## src/rtl/cpu_pkg.sv

```systemverilog
// Shared definitions for the 4-bit CPU core: opcodes, fetch/execute phase and widths.
package cpu_pkg;

    localparam int unsigned PC_WIDTH  = 12;
    localparam int unsigned ROM_WIDTH = 8;
    localparam int unsigned NIB_WIDTH = 4;

    localparam logic [3:0] JC    = 4'h0;
    localparam logic [3:0] JNC   = 4'h1;
    localparam logic [3:0] CMPI  = 4'h2;
    localparam logic [3:0] CMPM  = 4'h3;
    localparam logic [3:0] LIT   = 4'h4;
    localparam logic [3:0] IN    = 4'h5;
    localparam logic [3:0] LD    = 4'h6;
    localparam logic [3:0] ST    = 4'h7;
    localparam logic [3:0] JZ    = 4'h8;
    localparam logic [3:0] JNZ   = 4'h9;
    localparam logic [3:0] ADDI  = 4'hA;
    localparam logic [3:0] ADDM  = 4'hB;
    localparam logic [3:0] JMP   = 4'hC;
    localparam logic [3:0] OUT   = 4'hD;
    localparam logic [3:0] NANI  = 4'hE;
    localparam logic [3:0] NANDM = 4'hF;

    typedef enum logic {
        PHASE_FETCH = 1'b0,
        PHASE_EXEC  = 1'b1
    } phase_e;

endpackage

```

## src/rtl/pc_counter.sv

```systemverilog
// Program counter register: load beats increment, both gated by enable, async clear.
module pc_counter #(
    parameter int unsigned WIDTH = cpu_pkg::PC_WIDTH
) (
    input  logic             clock,
    input  logic             reset_n,
    input  logic             enable,
    input  logic             load,
    input  logic             inc,
    input  logic [WIDTH-1:0] target,
    output logic [WIDTH-1:0] pc
);

    logic [WIDTH-1:0] pc_q;
    logic [WIDTH-1:0] pc_d;

    always_comb begin
        pc_d = pc_q;
        if (enable) begin
            if (load) begin
                pc_d = target;
            end else if (inc) begin
                pc_d = pc_q + WIDTH'(1);
            end
        end
    end

    always_ff @(posedge clock or negedge reset_n) begin
        if (!reset_n) begin
            pc_q <= '0;
        end else begin
            pc_q <= pc_d;
        end
    end

    assign pc = pc_q;

endmodule

```

## src/rtl/fetch_sequencer.sv

```systemverilog
// Fetch/execute sequencer: PC, phase toggle, instruction register and carry/zero flags.
module fetch_sequencer #(
    parameter int unsigned PC_WIDTH  = 12,
    parameter int unsigned ROM_WIDTH = 8
) (
    input  logic                 clock,
    input  logic                 reset_n,
    input  logic                 enable,
    input  logic [ROM_WIDTH-1:0] rom_data,
    input  logic                 IncPC,
    input  logic                 LoadPC,
    input  logic                 LoadFlags,
    input  logic                 alu_c,
    input  logic                 alu_z,
    output logic [PC_WIDTH-1:0]  rom_addr,
    output logic                 Phase,
    output logic [3:0]           Instr,
    output logic [3:0]           Oprnd,
    output logic [PC_WIDTH-1:0]  ram_addr,
    output logic                 C_flag,
    output logic                 Z_flag
);

    import cpu_pkg::*;

    phase_e               phase_q, phase_d;
    logic [NIB_WIDTH-1:0] instr_q, instr_d;
    logic [NIB_WIDTH-1:0] oprnd_q, oprnd_d;
    logic                 c_q, c_d;
    logic                 z_q, z_d;
    logic [PC_WIDTH-1:0]  target;

    // Jump target / data address: operand nibble is the high part, second byte the low part.
    assign target = PC_WIDTH'({oprnd_q, rom_data});

    pc_counter #(
        .WIDTH (PC_WIDTH)
    ) u_pc (
        .clock   (clock),
        .reset_n (reset_n),
        .enable  (enable),
        .load    (LoadPC),
        .inc     (IncPC),
        .target  (target),
        .pc      (rom_addr)
    );

    // Flags are only accepted in execute so a decode glitch during fetch cannot corrupt them.
    always_comb begin
        phase_d = phase_q;
        instr_d = instr_q;
        oprnd_d = oprnd_q;
        c_d     = c_q;
        z_d     = z_q;
        if (enable) begin
            case (phase_q)
                PHASE_FETCH: begin
                    phase_d = PHASE_EXEC;
                    instr_d = rom_data[ROM_WIDTH-1 -: NIB_WIDTH];
                    oprnd_d = rom_data[NIB_WIDTH-1:0];
                end
                PHASE_EXEC: begin
                    phase_d = PHASE_FETCH;
                    if (LoadFlags) begin
                        c_d = alu_c;
                        z_d = alu_z;
                    end
                end
                default: phase_d = PHASE_FETCH;
            endcase
        end
    end

    always_ff @(posedge clock or negedge reset_n) begin
        if (!reset_n) begin
            phase_q <= PHASE_FETCH;
            instr_q <= '0;
            oprnd_q <= '0;
            c_q     <= 1'b0;
            z_q     <= 1'b0;
        end else begin
            phase_q <= phase_d;
            instr_q <= instr_d;
            oprnd_q <= oprnd_d;
            c_q     <= c_d;
            z_q     <= z_d;
        end
    end

    assign Phase    = phase_q;
    assign Instr    = instr_q;
    assign Oprnd    = oprnd_q;
    assign C_flag   = c_q;
    assign Z_flag   = z_q;
    assign ram_addr = target;

endmodule

```

## config.mk

```make
export PLATFORM = sky130hd
export DESIGN_NAME = fetch_sequencer
export DESIGN_NICKNAME = d
export VERILOG_FILES = /design/src/rtl/cpu_pkg.sv /design/src/rtl/pc_counter.sv /design/src/rtl/fetch_sequencer.sv
export SDC_FILE = /design/constraint.sdc
export NUM_CORES = 1
export LEC_CHECK = 0
export ABC_AREA = 1
export BUFFER_PORTS_ARGS = -buffer_cell sky130_fd_sc_hd__buf_2
export CAP_MARGIN = 40
export CORE_ASPECT_RATIO = 0.9
export CORE_MARGIN = 4
export CORE_UTILIZATION = 44
export CTS_CLUSTER_SIZE = 20
export DETAILED_ROUTE_END_ITERATION = 16
export PLACE_DENSITY = 0.85
export SYNTH_ARGS = -nofsm -noshare
export SYNTH_HDL_FRONTEND = slang
export SYNTH_HIERARCHICAL = 1
export SYNTH_SLANG_ARGS = --single-unit
export TNS_END_PERCENT = 5
```

## constraint.sdc

```tcl
create_clock -name clock -period 1.19 [get_ports clock]
set_clock_uncertainty 0.05 [all_clocks]
set_input_delay 0.238 -clock clock [delete_from_list [all_inputs] [get_ports clock]]
set_output_delay 0.238 -clock clock [all_outputs]
set_load 0.005 [all_outputs]
```

# == Word-level counts from Yosys, hierarchy flattened ==
# Cells that the tools add are included.
# classes
n_mul,0
bitwise_logic,1
eq_ne,0
addsub,1
n_mux,3
shift,0
n_reduce_logical,4
div_mod_pow,0
n_lt_le_gt_ge,0
# op_table
operator,n
2-to-1 mux 12 bit,2
adder 12 x 1 -> 12 bit (second input constant),1
AND reduction 2 bit,2
AND reduction 3 bit,1
one-hot mux 1 bit (2 select lines),1
nonzero test 2 bit,1
NOT 1 bit,1
# totals
out_inout_bits,35
mem_bits_ro,0
latchBits,0
memories,0
input_bits,16
ram_bits,0
word_cells,15
reg_bits,23

# == Longest topological paths before layout ==
# Gate-level depths: netlist of the first run.
# logic_depth
depth_word,3
mapped_depth,8

# == Modules after synthesis ==
# Netlist of the first run, hierarchy kept.
# by_module_without_submodules
mod,instances,area_per_inst_um2,seq_area_each_um2,cells_each
pc_counter,1,833.3,300.3,119
fetch_sequencer,1,520.5,275.3,60

# == Worst setup path after synthesis of the first run ==
# OpenSTA, ideal clock, no wires.
# synth_timing
kind,reg-to-reg
from,"register u_pc.pc_q[1], in the netlist u_pc/pc[1]"
to,"register u_pc.pc_q[8], in the netlist u_pc/pc[8]"
n_path_buf,0
setup_time_ns,0.116
path_stages_with_launch,9
t_arrival_ns,1.162
setup_slack_ns,-0.138
period_less_slack_ns,1.328
cell_sequence,dfrtp_1 ha_1 nand2_1 nor2_1 nand2_1 nand2_1 nand3_1 nand2_1 nand2_1
# synth_between
elab_chain_len,3
# synth_lines
item,line,source
"start, declared",pc_counter.sv:14,logic [WIDTH-1:0] pc_q;
"start signal, assigned",pc_counter.sv:32,pc_q <= pc_d;
adder 12 x 1 -> 12 bit,pc_counter.sv:23,pc_d = pc_q + WIDTH'(1);
2-to-1 mux 12 bit,pc_counter.sv:22,end else if (inc) begin
2-to-1 mux 12 bit,pc_counter.sv:20,if (load) begin
# Every way passes these cells. The select of a mux whose other input is x is not followed.
# A chain may end at the register's enable or synchronous reset.

# == Final worst setup path of the first run ==
# layout_timing
from,"register u_pc.pc_q[0], in the netlist u_pc/pc[0]"
to,output rom_addr[0]
# layout_rtl
item,line,source
"end, declared",fetch_sequencer.sv:15,"output logic [PC_WIDTH-1:0] rom_addr,"
# No word-level cell between the ends.

==> impl_metrics.yaml, run 1 <==
worst_setup_path:
  regToRegEndpoint: "u_pc/pc[10]$_DFFE_PN0P_"
  startpoint_type: "flip-flop"
  worstReg2RegStart: "u_pc/pc[1]$_DFFE_PN0P_"
  crit_chain: "buf_6 -> buf_6"
  cp.arrival_ns: 1.02
  crit_type: "reg -> out"
  crit_family: "flip-flops"
  cpMostUsedCell: "buf_6"
  crit_cells: 2
  cp_slowest_cell: "dfrtp_2"
  endpoint_kind: "output port"
  r2r_slack_ns: -0.07
  critical_path_required_ns: 0.90
  r2r_cells: 8
  crit_buf_inv: 2
  critPathMaxStageDelay_ns: 0.46
  cp_max_fo: 3
min_path:
  min_delay_path_depth: 3
  hold_end: "Oprnd[1]$_DFFE_PN0P_"
  hold_class: "in -> reg"
  worstHoldStart: "rom_data[1]"
clocking:
  cts_made_buffers: 3
  root_buffer: "clkbuf_4"
  htreeDepth: 1
  postCtsSetupBuffers: 0
  cts.sinks: 23
  cts_tree: "done"
  clk_latency_ns: 0.31
  path_clk_slew_ns: 0.12
  cts_buffer_depth: 2
yosys:
  yosys_warnings: 6
  syn-num-nets: 196
  syn_area_um2: 1350
  synth_cell_type_count: 26
  ys_ff_latch: 23
  yosysSeqAreaShare_pct: 42.5
  syn-instance-count: 179
  syn_area_per_cell_um2: 7.56
placed_design:
  postPlaceCellArea_um2: 1670
  place_ws_ns: -0.0811
  placedCellCount: 270
  routabilityCongestion: 0.814
  portBuffers: 50
  dpl.hpwl_mm: 2.76
cells_and_area:
  finalNonFillerCells: 275
  area_growth_pct: 33.6
  n_antenna_cell: 0
  utilization_pct: 63.8
  final_nets: 253
  drive_gt1_share_pct: 40.9
  design_area_um2: 1810
sta:
  hold_violations: 0
  post-route-period-util_pct: 110
  fmax_ghz: 0.766
  whs_ns: 0.0887
  worstMarginPinSlew_ns: 0.518
  fin_tns_setup_ns: -0.940
  rsz0062_at_grt: "true"
  max_slew_margin_pct: 65.5
  slew_violations: 0
  setup_viol: 18
  period_minus_slack_ns: 1.31
  setup_ws_ns: -0.115
routing:
  antenna_left: 0
  via_per_inst: 5.06
  routed_wl_mm: 3.81
  wl_per_cell_um: 13.9
  drc: 0
  first_pass_iters: 4
  detail_route.iter0.violations: 126
  dr_total_vias: 1392
pwr:
  seq_power_share_pct: 43.6
  pwr-share-clk_pct: 14.2
  ir_worst_vdd_v: 0.000983
  power_mw: 2.55
  switching_power_mw: 0.941
  power.density_nw_per_um2: 1410
  p_leak_nw: 0.949
  cell_internal_pwr_mw: 1.61
  p_comb_share_pct: 42.2
  swShare_pct: 36.9
floorplanning:
  core-area_um2: 2840
  dieArea_um2: 4030
  rows: 18
  start_util_pct: 47.7
  die-height_um: 60.6
  die_width_um: 66.5
  io_pins: 51
outcome:
  violations: "setup timing"
  run_status: "finished with violations"
run:
  maxCapViolations: 0
grt:
  antenna_found_initial: 0
  grt_max_degree: 24
  track_usage_pct: 20.0
  overflow: 0
  grt_pass1_vias: 1286
  grt_pass1_wl_mm: 6.07
[Yosys cell counts]
master	instances	share of area, %
nor2_2	3	1.4
buf_4	13	7.2
nor2_1	13	3.6
inv_4	1	0.46
o21ai_1	4	1.5
nand2_1	68	19
buf_6	2	1.7
ha_1	1	0.92
nand3_1	13	4.8
a31o_2	1	0.65
o22ai_2	1	0.92
nand3b_1	2	1.1
o21bai_1	1	0.55
a21oi_2	2	1.3
o21ai_4	1	1.2
a21oi_1	5	1.8
dfrtp_1	23	43
inv_2	3	0.83
a31oi_1	1	0.46
o22ai_1	1	0.46
nand2_2	1	0.46
inv_1	9	2.5
nand4_1	4	1.8
nor2_4	1	0.83
o21ai_0	4	1.5
o21ai_2	1	0.65
[cell families (layout without fill, tap and decap cells)]
logic type,count (synthesis),in the layout,share of synthesized area (%)
adder cells (fa/ha/maj),1,1,0.924
AND/OR/NAND/NOR,105,105,32.9
buffers and inverters,28,84,12.7
flip-flops,23,23,42.5
AO/OA/AOI/OAI,22,22,11.0
[worst register-to-register path: stages, from the launching register on]
cell     delay, ns
dfrtp_2       0.43
ha_4          0.17
nand2_4       0.07
nor2_4        0.13
nand2_1       0.08
nand2_1       0.06
nand3_1       0.07
nand2_1       0.06
nand2_1       0.04
[state kept, by name (all words and copies together), names as in the netlist]
signal and flops:
u_pc/pc 12, Phase 1, Oprnd 4, Z_flag 1
C_flag 1, Instr 4
[per-layer routing]
metal / share of wire, % / vias up / global-route usage (%)
met5: 0 / - / 0
met4: 0.87 / 0 / 5.22
met3: 4.8 / 7 / 5.37
met2: 50 / 48 / 34.1
met1: 44 / 661 / 25.4
li1: - / 676 / -
[cell type report]
cell class,count,area [µm²]
Tap cell,40,50.0
Fill cell,260,1030
Sequential cell,23,579
Clock buffer,4,26.3
Inverter,13,51.3
Multi-Input combinational cell,128,662
Timing Repair Buffer,67,440
[placed cells by master (no fill, tap or decap), types with 2 or more instances in the layout]
cell type,instances
a21oi_1,4
buf_4,10
o21ai_1,5
inv_2,4
inv_1,8
nand3b_1,2
nand2_1,65
clkbuf_4,3
o22ai_2,2
nor2_1,11
nand3_1,13
nor2_4,4
nand4_1,4
nand2_2,3
a21oi_2,3
buf_6,12
buf_2,44
nor2_2,2
dfrtp_1,20
dfrtp_2,3
o21ai_0,3
[power groups by stage]
stage                     Combinational [mW]  Sequential, mW  Clock [mW]
after CTS                               1.04            1.10       0.366
final                                   1.08            1.11       0.361
after global routing                    1.19            1.14       0.412
after detailed placement               0.934            1.11           0
after global placement                 0.907            1.10           0
after floorplan                        0.470            1.13           0
[how the worst max path moves through the flow]
stage,startpoint,end,slack (ns)
2_1_floorplan,u_pc/pc[1]$_DFFE_PN0P_,u_pc/pc[8]$_DFFE_PN0P_,-0.03
3_3_place_gp,u_pc/pc[0]$_DFFE_PN0P_,u_pc/pc[9]$_DFFE_PN0P_,-0.06
3_5_place_dp,u_pc/pc[0]$_DFFE_PN0P_,u_pc/pc[9]$_DFFE_PN0P_,-0.08
4_1_cts,u_pc/pc[0]$_DFFE_PN0P_,u_pc/pc[8]$_DFFE_PN0P_,-0.1
5_1_grt,u_pc/pc[0]$_DFFE_PN0P_,rom_addr[0],-0.16
6_report,u_pc/pc[0]$_DFFE_PN0P_,rom_addr[0],-0.12
[what timing repair did]
| item | CTS | global route |
|---|---|---|
| gates resized for setup | 16 | 10 |
| hold buffers | 1 | 0 |
| endpoints found under the hold margin | 23 | 0 |
| pin swaps | 1 | 3 |
| setup endpoints to repair | 21 | 32 |
| cloned | 0 | 0 |
Note: power is estimated with default switching activity, not from simulation.
==> run 2, diff against run 1 <==
--- a/config.mk
+++ b/config.mk
@@ -5,15 +5,15 @@
 export SDC_FILE = /design/constraint.sdc
 export NUM_CORES = 1
 export LEC_CHECK = 0
-export ABC_AREA = 1
+export ABC_AREA = 0
 export BUFFER_PORTS_ARGS = -buffer_cell sky130_fd_sc_hd__buf_2
 export CAP_MARGIN = 40
 export CORE_ASPECT_RATIO = 0.9
 export CORE_MARGIN = 4
-export CORE_UTILIZATION = 44
+export CORE_UTILIZATION = 43
 export CTS_CLUSTER_SIZE = 20
 export DETAILED_ROUTE_END_ITERATION = 16
-export PLACE_DENSITY = 0.85
+export PLACE_DENSITY = 0.84
 export SYNTH_ARGS = -nofsm -noshare
 export SYNTH_HDL_FRONTEND = slang
 export SYNTH_HIERARCHICAL = 1
==> run 2 against run 1 <==
  * The flow still finishes with violations (setup timing)
  * Final cell count down 17%
  * Fmax shrank 7.9%
  * Die area down 0.70%
  * Register-to-register slack got worse by 0.16 ns
  * Flip-flop and latch count stayed put
  * Worst hold slack gained 0.015 ns
  * Non-clock buffer count up 12
  * First-iteration DRC count decreased by 48%
  * Routed wire length shrank 1.6%
  * Critical path depth up 3
==> impl_metrics.yaml, run 2 <==
outcome:
  run_status: "finished with violations"
  violations: "setup timing"
floorplanning:
  io_pins: 51
  dieArea_um2: 4000
  die-height_um: 60.4
  start_util_pct: 46.3
  rows: 18
  die_width_um: 66.2
  core-area_um2: 2840
sta:
  worstMarginPinSlew_ns: 0.521
  setup_ws_ns: -0.227
  max_slew_margin_pct: 65.3
  fmax_ghz: 0.706
  period_minus_slack_ns: 1.42
  setup_viol: 26
  hold_violations: 0
  slew_violations: 0
  post-route-period-util_pct: 119
  rsz0062_at_grt: "true"
worst_setup_path:
  crit_buf_inv: 0
  crit_type: "reg -> reg"
  critical_path_required_ns: 1.36
  cp_slowest_cell: "dfrtp_1"
  worstReg2RegStart: "u_pc/pc[0]$_DFFE_PN0P_"
  crit_chain: "ha_2 -> and3_4 -> nand2_2 -> o32a_1 -> o31a_1"
  cp.arrival_ns: 1.59
  crit_start: "u_pc/pc[0]$_DFFE_PN0P_"
  crit_family: "compound AO/OA/AOI/OAI gates"
  critPathMaxStageDelay_ns: 0.40
  endpoint_kind: "flip-flop"
  cp_max_fo: 4
  startpoint_type: "flip-flop"
cells_and_area:
  design_area_um2: 1880
  layout_common_cells: "buf_2 (42), dfrtp_1 (22), buf_6 (17), buf_4 (17), a21oi_1 (10)"
  finalNonFillerCells: 229
  n_antenna_cell: 0
  largest_register_ffs: 12
  utilization_pct: 66.1
  fill_cells: 220
  area_growth_pct: 42.9
  final_nets: 207
  final_common_cell: "buf_2"
  drive_gt1_share_pct: 56.1
grt:
  track_usage_pct: 19.9
  antenna_found_initial: 0
  overflow: 0
  grt_pass1_vias: 1214
  grt_pass1_wl_mm: 6.06
  grt_max_degree: 24
clocking:
  cts_tree: "done"
  clk_latency_ns: 0.32
  root_buffer: "clkbuf_4"
  cts_made_buffers: 3
  htreeDepth: 1
  postCtsSetupBuffers: 0
  path_clk_slew_ns: 0.13
  cts_buffer_depth: 2
  cts.sinks: 23
placed_design:
  placedCellCount: 224
  dpl.hpwl_mm: 2.81
  place_ws_ns: -0.279
  postPlaceCellArea_um2: 1720
  routabilityCongestion: 0.936
  portBuffers: 50
yosys:
  synth_top_area_share_pct: 43.9
  synth_top_cell_by_area: "dfrtp_1"
  syn_area_um2: 1310
  syn_area_per_cell_um2: 10.5
  ys_ff_latch: 23
  synth_most_common_cell: "dfrtp_1"
  synth_cell_type_count: 33
  syn-instance-count: 125
  yosysSeqAreaShare_pct: 43.9
  synthTopCellsByCount: "dfrtp_1 (23), buf_4 (14), a21oi_1 (10)"
  yosys_warnings: 6
  ys.flop_type: "dfrtp_1"
  synthArstFlopShare_pct: 100
  syn-num-nets: 142
  synth_area_leaders: "dfrtp_1 (44%), mux2_4 (10%), buf_4 (8.0%)"
  synth_edf_count: 0
routing:
  detail_route.iter0.violations: 65
  routed_wl_mm: 3.75
  dr_total_vias: 1237
  drc: 0
  via_per_inst: 5.40
  wl_per_cell_um: 16.4
  antenna_left: 0
  first_pass_iters: 4
min_path:
  worstHoldStart: "alu_c"
  hold_class: "in -> reg"
run:
  maxCapViolations: 0
pwr:
  p_leak_nw: 0.916
  power.density_nw_per_um2: 1770
  power_mw: 3.32
  ir_worst_vdd_v: 0.00118
-- run 2: metrics by stage --
step / hold WS (ns) / TNS [ns]
2_1_floorplan: -0.108 / -1.02
3_3_place_gp: 0.177 / -0.999
3_5_place_dp: 0.190 / -1.64
4_1_cts: 0.0969 / -2.23
5_1_grt: 0.0890 / -3.48
6_report: 0.104 / -2.05
-- run 2: layer usage --
| layer | wire length [µm] | up-vias | part of all wire, % | GRT usage [%] |
|---|---|---|---|---|
| met5 | 0 | - | 0 | 0 |
| met4 | 29 | 0 | 0.77 | 0.870 |
| met2 | 1980 | 61 | 53 | 37.6 |
| met3 | 309 | 6 | 8.2 | 4.07 |
| li1 | - | 574 | - | - |
| met1 | 1430 | 596 | 38 | 24.8 |
-- run 2: logic make-up after synthesis --
| group | count (synthesis) | share of synthesized area (%) |
|---|---|---|
| AND/OR/NAND/NOR | 35 | 14.8 |
| XOR/XNOR | 1 | 0.667 |
| AO/OA/AOI/OAI | 30 | 14.5 |
| flip-flops | 23 | 43.9 |
| buffers and inverters | 21 | 11.0 |
| multiplexers | 14 | 14.3 |
| adder cells (fa/ha/maj) | 1 | 0.953 |
-- run 2: where the power goes --
| part | total (mW) | leakage, nW | switching [mW] | internal (mW) |
|---|---|---|---|---|
| registers | 1.32 | 0.268 | 0.250 | 1.07 |
| logic | 1.63 | 0.633 | 0.635 | 0.993 |
| clock network | 0.370 | 0.0150 | 0.239 | 0.131 |
-- run 2: path summary, 6_finish.rpt --
check,endpoint,slack (ns),cells after the start
max reg2reg,u_pc/pc[8]$_DFFE_PN0P_,-0.23,5
min,C_flag$_DFFE_PN0P_,0.10,2
min in group asynchronous,u_pc/pc[7]$_DFFE_PN0P_,0.38,2
max in group asynchronous,Oprnd[1]$_DFFE_PN0P_,0.32,2
min reg2reg,C_flag$_DFFE_PN0P_,0.48,1
max,u_pc/pc[8]$_DFFE_PN0P_,-0.23,5
-- run 2: worst register-to-register path: stages (launching register included) --
cell	delay, ns
dfrtp_1	0.40
ha_2	0.20
and3_4	0.21
nand2_2	0.05
o32a_1	0.33
o31a_1	0.10
-- run 2: area by class of cell --
type	count	area (µm²)	area share (%)
sequential	23	577	30.8
multi-input combinational	81	636	33.9
clock buffer	4	26.3	1.40
inverter	2	7.51	0.400
timing repair buffer	79	579	30.9
tap	40	50.0	2.67
-- run 2: what timing repair did --
action / 4_1_cts / 5_1_grt
hold endpoints to repair: 23 / 0
hold buffers: 1 / 0
setup endpoints to repair: 27 / 42
gates resized for setup: 22 / 8
pin swaps: 4 / 6
